## config.mk

```make
export PLATFORM = sky130hd
export DESIGN_NAME = alu_issue
export DESIGN_NICKNAME = d
export VERILOG_FILES = /design/src/rtl/alu_issue.sv
export SDC_FILE = /design/constraint.sdc
export NUM_CORES = 1
export LEC_CHECK = 0
export ABC_AREA = 1
export CAP_MARGIN = 20
export CELL_PAD_IN_SITES_DETAIL_PLACEMENT = 1
export CELL_PAD_IN_SITES_GLOBAL_PLACEMENT = 1
export CORE_MARGIN = 2
export CORE_UTILIZATION = 33
export CTS_BUF_LIST = sky130_fd_sc_hd__clkbuf_4 sky130_fd_sc_hd__clkbuf_8 sky130_fd_sc_hd__clkbuf_16
export DETAILED_ROUTE_END_ITERATION = 7
export GPL_TIMING_DRIVEN = 0
export PLACE_DENSITY_LB_ADDON = 0.15
export SLEW_MARGIN = 20
export SYNTH_ARGS = -nofsm -noshare
export SYNTH_HDL_FRONTEND = slang
export SYNTH_SLANG_ARGS = --single-unit
```

## constraint.sdc

```tcl
create_clock -name CLK -period 2.2 [get_ports CLK]
set_input_delay 0.66 -clock CLK [delete_from_list [all_inputs] [get_ports CLK]]
set_output_delay 0.66 -clock CLK [all_outputs]
set_load 0.005 [all_outputs]
```

## src/rtl/alu_issue.sv

```systemverilog
// Issue stage in front of the ALU: decodes one RV32I instruction per handshake into
// ALU op/operands plus side-band control, buffered in a 2-entry skid buffer.
module alu_issue (
  input  logic        CLK,
  input  logic        RST_X,
  input  logic        flush,
  input  logic        in_valid,
  output logic        in_ready,
  input  logic [31:0] in_inst,
  input  logic [31:0] in_pc,
  input  logic [31:0] in_rs1,
  input  logic [31:0] in_rs2,
  output logic        out_valid,
  input  logic        out_ready,
  output logic [4:0]  out_op,
  output logic [31:0] out_lhs,
  output logic [31:0] out_rhs,
  output logic [31:0] out_imm,
  output logic [31:0] out_pc,
  output logic [4:0]  out_rd,
  output logic        out_wen,
  output logic [1:0]  out_class,
  output logic        out_illegal
);

  localparam logic [4:0] OP_ADD = 5'd0,  OP_SUB = 5'd1,  OP_SLL = 5'd2,  OP_SLT = 5'd3;
  localparam logic [4:0] OP_SLTU = 5'd4, OP_XOR = 5'd5,  OP_SRL = 5'd6,  OP_SRA = 5'd7;
  localparam logic [4:0] OP_OR = 5'd8,   OP_AND = 5'd9,  OP_EQ = 5'd10,  OP_NEQ = 5'd11;
  localparam logic [4:0] OP_LT = 5'd12,  OP_GE = 5'd13,  OP_LTU = 5'd14, OP_GEU = 5'd15;

  localparam logic [1:0] CLS_ALU = 2'd0, CLS_BRANCH = 2'd1, CLS_MEM = 2'd2, CLS_JUMP = 2'd3;

  localparam logic [6:0] OPC_OP = 7'b0110011, OPC_OPIMM = 7'b0010011, OPC_LUI = 7'b0110111;
  localparam logic [6:0] OPC_AUIPC = 7'b0010111, OPC_JAL = 7'b1101111, OPC_JALR = 7'b1100111;
  localparam logic [6:0] OPC_BRANCH = 7'b1100011, OPC_LOAD = 7'b0000011, OPC_STORE = 7'b0100011;

  localparam logic [1:0] ST_EMPTY = 2'd0, ST_ONE = 2'd1, ST_TWO = 2'd2;

  typedef struct packed {
    logic [4:0]  op;
    logic [31:0] lhs;
    logic [31:0] rhs;
    logic [31:0] imm;
    logic [31:0] pc;
    logic [4:0]  rd;
    logic        wen;
    logic [1:0]  cls;
    logic        illegal;
  } entry_t;

  function automatic logic [4:0] alu_op(input logic [2:0] f3, input logic alt);
    case (f3)
      3'b000:  alu_op = alt ? OP_SUB : OP_ADD;
      3'b001:  alu_op = OP_SLL;
      3'b010:  alu_op = OP_SLT;
      3'b011:  alu_op = OP_SLTU;
      3'b100:  alu_op = OP_XOR;
      3'b101:  alu_op = alt ? OP_SRA : OP_SRL;
      3'b110:  alu_op = OP_OR;
      default: alu_op = OP_AND;
    endcase
  endfunction

  logic [6:0]  opcode;
  logic [2:0]  f3;
  logic [6:0]  f7;
  logic [31:0] imm_i, imm_s, imm_b, imm_u, imm_j;
  logic        is_shift;
  logic        bad;
  entry_t      dec;

  assign opcode   = in_inst[6:0];
  assign f3       = in_inst[14:12];
  assign f7       = in_inst[31:25];
  assign imm_i    = {{20{in_inst[31]}}, in_inst[31:20]};
  assign imm_s    = {{20{in_inst[31]}}, in_inst[31:25], in_inst[11:7]};
  assign imm_b    = {{19{in_inst[31]}}, in_inst[31], in_inst[7], in_inst[30:25], in_inst[11:8], 1'b0};
  assign imm_u    = {in_inst[31:12], 12'b0};
  assign imm_j    = {{11{in_inst[31]}}, in_inst[31], in_inst[19:12], in_inst[20], in_inst[30:21], 1'b0};
  assign is_shift = (f3 == 3'b001) || (f3 == 3'b101);

  always_comb begin
    dec    = '0;
    bad    = 1'b0;
    dec.op = OP_ADD;
    dec.pc = in_pc;
    dec.rd = in_inst[11:7];
    case (opcode)
      OPC_OP: begin
        // The ALU shifts by the full rhs, so only the low five bits of rs2 may pass.
        dec.lhs = in_rs1;
        dec.rhs = is_shift ? {27'b0, in_rs2[4:0]} : in_rs2;
        dec.op  = alu_op(f3, in_inst[30]);
        dec.wen = 1'b1;
        bad     = !((f7 == 7'h00) || ((f7 == 7'h20) && ((f3 == 3'b000) || (f3 == 3'b101))));
      end
      OPC_OPIMM: begin
        dec.lhs = in_rs1;
        dec.rhs = is_shift ? {27'b0, in_inst[24:20]} : imm_i;
        dec.imm = imm_i;
        dec.op  = alu_op(f3, (f3 == 3'b101) && in_inst[30]);
        dec.wen = 1'b1;
        bad     = is_shift && !((f7 == 7'h00) || ((f7 == 7'h20) && (f3 == 3'b101)));
      end
      OPC_LUI: begin
        dec.rhs = imm_u;
        dec.imm = imm_u;
        dec.wen = 1'b1;
      end
      OPC_AUIPC: begin
        dec.lhs = in_pc;
        dec.rhs = imm_u;
        dec.imm = imm_u;
        dec.wen = 1'b1;
      end
      OPC_JAL, OPC_JALR: begin
        dec.lhs = in_pc;
        dec.rhs = 32'd4;
        dec.imm = (opcode == OPC_JAL) ? imm_j : imm_i;
        dec.cls = CLS_JUMP;
        dec.wen = 1'b1;
        bad     = (opcode == OPC_JALR) && (f3 != 3'b000);
      end
      OPC_BRANCH: begin
        dec.lhs = in_rs1;
        dec.rhs = in_rs2;
        dec.imm = imm_b;
        dec.cls = CLS_BRANCH;
        case (f3)
          3'b000:  dec.op = OP_EQ;
          3'b001:  dec.op = OP_NEQ;
          3'b100:  dec.op = OP_LT;
          3'b101:  dec.op = OP_GE;
          3'b110:  dec.op = OP_LTU;
          3'b111:  dec.op = OP_GEU;
          default: bad = 1'b1;
        endcase
      end
      OPC_LOAD, OPC_STORE: begin
        dec.lhs = in_rs1;
        dec.rhs = (opcode == OPC_LOAD) ? imm_i : imm_s;
        dec.imm = dec.rhs;
        dec.cls = CLS_MEM;
        dec.wen = (opcode == OPC_LOAD);
      end
      default: bad = 1'b1;
    endcase
    if (bad) begin
      dec         = '0;
      dec.op      = OP_ADD;
      dec.pc      = in_pc;
      dec.rd      = in_inst[11:7];
      dec.illegal = 1'b1;
    end
    if (dec.rd == 5'd0) dec.wen = 1'b0;
  end

  logic [1:0] state_reg, state_next;
  entry_t     head_reg, skid_reg;
  logic       head_load, head_from_skid, skid_load;
  logic       accept, drain;

  assign in_ready  = (state_reg != ST_TWO);
  assign out_valid = (state_reg != ST_EMPTY);
  assign accept    = in_valid && in_ready;
  assign drain     = out_valid && out_ready;

  always_comb begin
    state_next     = state_reg;
    head_load      = 1'b0;
    head_from_skid = 1'b0;
    skid_load      = 1'b0;
    if (flush) begin
      state_next = ST_EMPTY;
    end else begin
      case (state_reg)
        ST_EMPTY: if (accept) begin
          head_load  = 1'b1;
          state_next = ST_ONE;
        end
        ST_ONE: begin
          if (accept && !drain) begin
            skid_load  = 1'b1;
            state_next = ST_TWO;
          end else if (drain && !accept) begin
            state_next = ST_EMPTY;
          end else if (drain && accept) begin
            head_load = 1'b1;
          end
        end
        ST_TWO: if (drain) begin
          head_from_skid = 1'b1;
          state_next     = ST_ONE;
        end
        default: state_next = ST_EMPTY;
      endcase
    end
  end

  always_ff @(posedge CLK) begin
    if (!RST_X) begin
      state_reg <= ST_EMPTY;
      head_reg  <= '0;
      skid_reg  <= '0;
    end else begin
      state_reg <= state_next;
      if (head_load)           head_reg <= dec;
      else if (head_from_skid) head_reg <= skid_reg;
      if (skid_load)           skid_reg <= dec;
    end
  end

  assign out_op      = head_reg.op;
  assign out_lhs     = head_reg.lhs;
  assign out_rhs     = head_reg.rhs;
  assign out_imm     = head_reg.imm;
  assign out_pc      = head_reg.pc;
  assign out_rd      = head_reg.rd;
  assign out_wen     = head_reg.wen;
  assign out_class   = head_reg.cls;
  assign out_illegal = head_reg.illegal;

endmodule

```

==> metrics.yaml <==
layoutNonFillerInstCount: 3003
worst_ep_arrival_time_ns: 2.60
ir_drop_uv: 393
placed_area_um2: 17000
drive_above_1_share_pct: 14.9
cts_sinks: 284
power_mw: 13.6
synth_edf_count: 0
ff2ff_setup_slack_ns: 0.13
hold_path.class: "reg -> reg"
cts_root_buf: "clkbuf_16"
routed_wl_mm: 60.2
cts_buffer_depth: 3
criticalPathCategory: "in -> reg"
first_global_vias: 16143
yosysTopAreaCell: "dfxtp_1"
crit_path_max_fanout: 10
synthToLayoutAreaGrowth_pct: 43.5
r2r_start: "state_reg[0]"
cts-buffers-inserted: 34
dieArea_um2: 42900
seq_area_frac_synth_pct: 41.7
wire_per_inst_um: 20.1
drc: 0
synth_fp_nets: 2241
yosysWarningCount: 0
worst_slew_pin_slew_ns: 0.724
crit_path_start: "in_inst[0]"
place_inst: 2912
gp_congestion: 0.874
post-dp-hpwl_mm: 44.5
grt_max_degree: 13
status: "completed"
finClkSkew_ns: 0.0179
dr.pass1.iters: 5
fin_ws_ns: 0.0108
largest_reg_flops: 141
design_area_um2: 19500
via_per_inst: 5.20
initial_utilization_pct: 33.4
die_x_um: 207
core_um2: 40700
io_buffers: 274
cts.clk_slew.worst_paths_ns: 0.06
syn-cell-area_um2: 13600
endpoint: "skid_reg[2]"
r2r_end: "out_pc[11]"
nets: 2574
io_pins: 277
power_density_nw_per_um2: 696
synthDominantCellAreaShare_pct: 41.7
via_count: 15617
ant_nets: 0
synthDistinctLibCells: 31
maxSlewViolCount: 0
cts.htree.levels: 2
rows: 74
tritoncts: "done"
syn_avg_cell_area_um2: 6.47
reg2regPathDepth: 13
synth-async-reset-ratio_pct: 0
leakage_nw: 8.24
max_freq_mhz: 457
fin_crit_sh_pct: 99.5
endpoint_kind: "flip-flop"
finalSetupViolCount: 0
synth_ff_type: "dfxtp_1"
fin_tns_setup_ns: 0
first_iter_violations: 613
ys_seq_elements: 284
yosys-top-cells-area: "dfxtp_1 (42%), nand2_1 (20%), nand3_1 (9.3%), a21oi_1 (7.9%), o21ai_0 (5.4%)"
hold_start: "out_pc[27]"
pre_cts_slack_ns: -1.65
overflow: 0
syn_inst: 2106
die_h_um: 207
max_slew_margin_pct: 51.8
hold_buffers: 0
crit_path_start_kind: "primary input"
rsz0062_at_grt: "true"
synth.most_common_cell: "nand2_1"
clk_latency_ns: 0.55
synthTopCellsByCount: "nand2_1 (729), dfxtp_1 (284), nand3_1 (253), a21oi_1 (216), nor2_1 (172)"
grtUsageTotal_pct: 26.9
drv_cap: 0
antenna_found_initial: 13
required_ns: 2.62
finalCriticalPeriod_ns: 2.19
hold_violations: 0
grt_pass1_wl_mm: 91.5
what timing repair did:
item | CTS | global route
buffers inserted | 12 | 10
setup endpoints to repair | 284 | 279
resized for setup | 155 | 213
pin swaps | 8 | 16
endpoints found under the hold margin | 0 | 0
cloned | 0 | 2
kinds of logic (layout without fill, tap and decap cells):
logic type,Yosys count,count (layout),share of synthesized area [%]
simple gates,1166,1166,34.8
compound gates,411,411,15.7
buf+inv,242,601,7.63
other cells,1,7,0.0275
flops,284,284,41.7
fa+ha+maj,2,2,0.184
worst max-delay path, stage by stage:
cell             delay (ns)
clkdlybuf4s50_1        0.50
nand2_4                0.13
nor2_4                 0.26
nand2_4                0.12
inv_4                  0.08
nand2_1                0.06
nand2_2                0.09
nand2_4                0.10
clkbuf_4               0.24
nand3_1                0.23
a21oi_1                0.09
cell type report:
cell class	instances	area, µm²
Buffer	159	1040
Inverter	82	328
Fill cell	5165	21200
Sequential cell	284	5690
Clock inverter	10	125
Timing Repair Buffer	298	2990
Multi-Input combinational cell	1580	7590
Tap cell	532	666
Antenna cell	6	15.0
Clock buffer	52	1090
layout by cell type, fill, tap and decap left out, types with 8 or more instances in the layout:
master / synthesis / final
a21oi_1: 216 / 173
a21oi_2: 1 / 43
a31oi_1: 35 / 35
buf_12: 0 / 8
buf_2: 44 / 22
buf_4: 6 / 43
buf_6: 7 / 8
clkbuf_1: 97 / 43
clkbuf_16: 0 / 39
clkbuf_2: 0 / 25
clkbuf_4: 0 / 33
clkbuf_8: 0 / 10
clkdlybuf4s50_1: 0 / 261
dfxtp_1: 284 / 283
inv_1: 74 / 69
inv_2: 7 / 9
nand2_1: 729 / 717
nand3_1: 253 / 193
nand3_2: 1 / 57
nor2_1: 172 / 149
nor2_2: 4 / 16
nor2_4: 1 / 12
o21ai_0: 146 / 144
layer usage:
layer | part of all wire (%) | global-route usage, % | vias to the layer above
li1 | - | - | 7544
met1 | 43 | 33.5 | 7573
met2 | 48 | 46.0 | 369
met3 | 4.8 | 4.99 | 123
met4 | 3.7 | 10.6 | 8
met5 | 0.090 | 0 | -
power by group:
group          internal [mW]  total, mW  switching, mW
registers               5.40       5.54          0.143
logic                  0.909       1.95           1.04
clock network           3.79       6.13           2.34
total                   10.1       13.6           3.52
metrics by stage:
stage / hold WS, ns / utilization [%]
after floorplan: 0.455 / -
after global placement: 0.462 / 41.8
after detailed placement: 0.472 / 41.8
after CTS: 0.481 / 46.0
after global routing: 0.495 / 48.0
final: 0.477 / 48.0
how the worst min path moves through the flow:
stage / end / slack [ns] / cells after the start
floorplan: skid_reg[10] / 0.46 / 2
global placement: skid_reg[13] / 0.46 / 2
detailed placement: out_pc[27] / 0.47 / 2
CTS: out_pc[27] / 0.48 / 2
global route: out_pc[13] / 0.50 / 2
finish: out_pc[27] / 0.48 / 2
No activity file was read; power rests on OpenSTA's default activity.
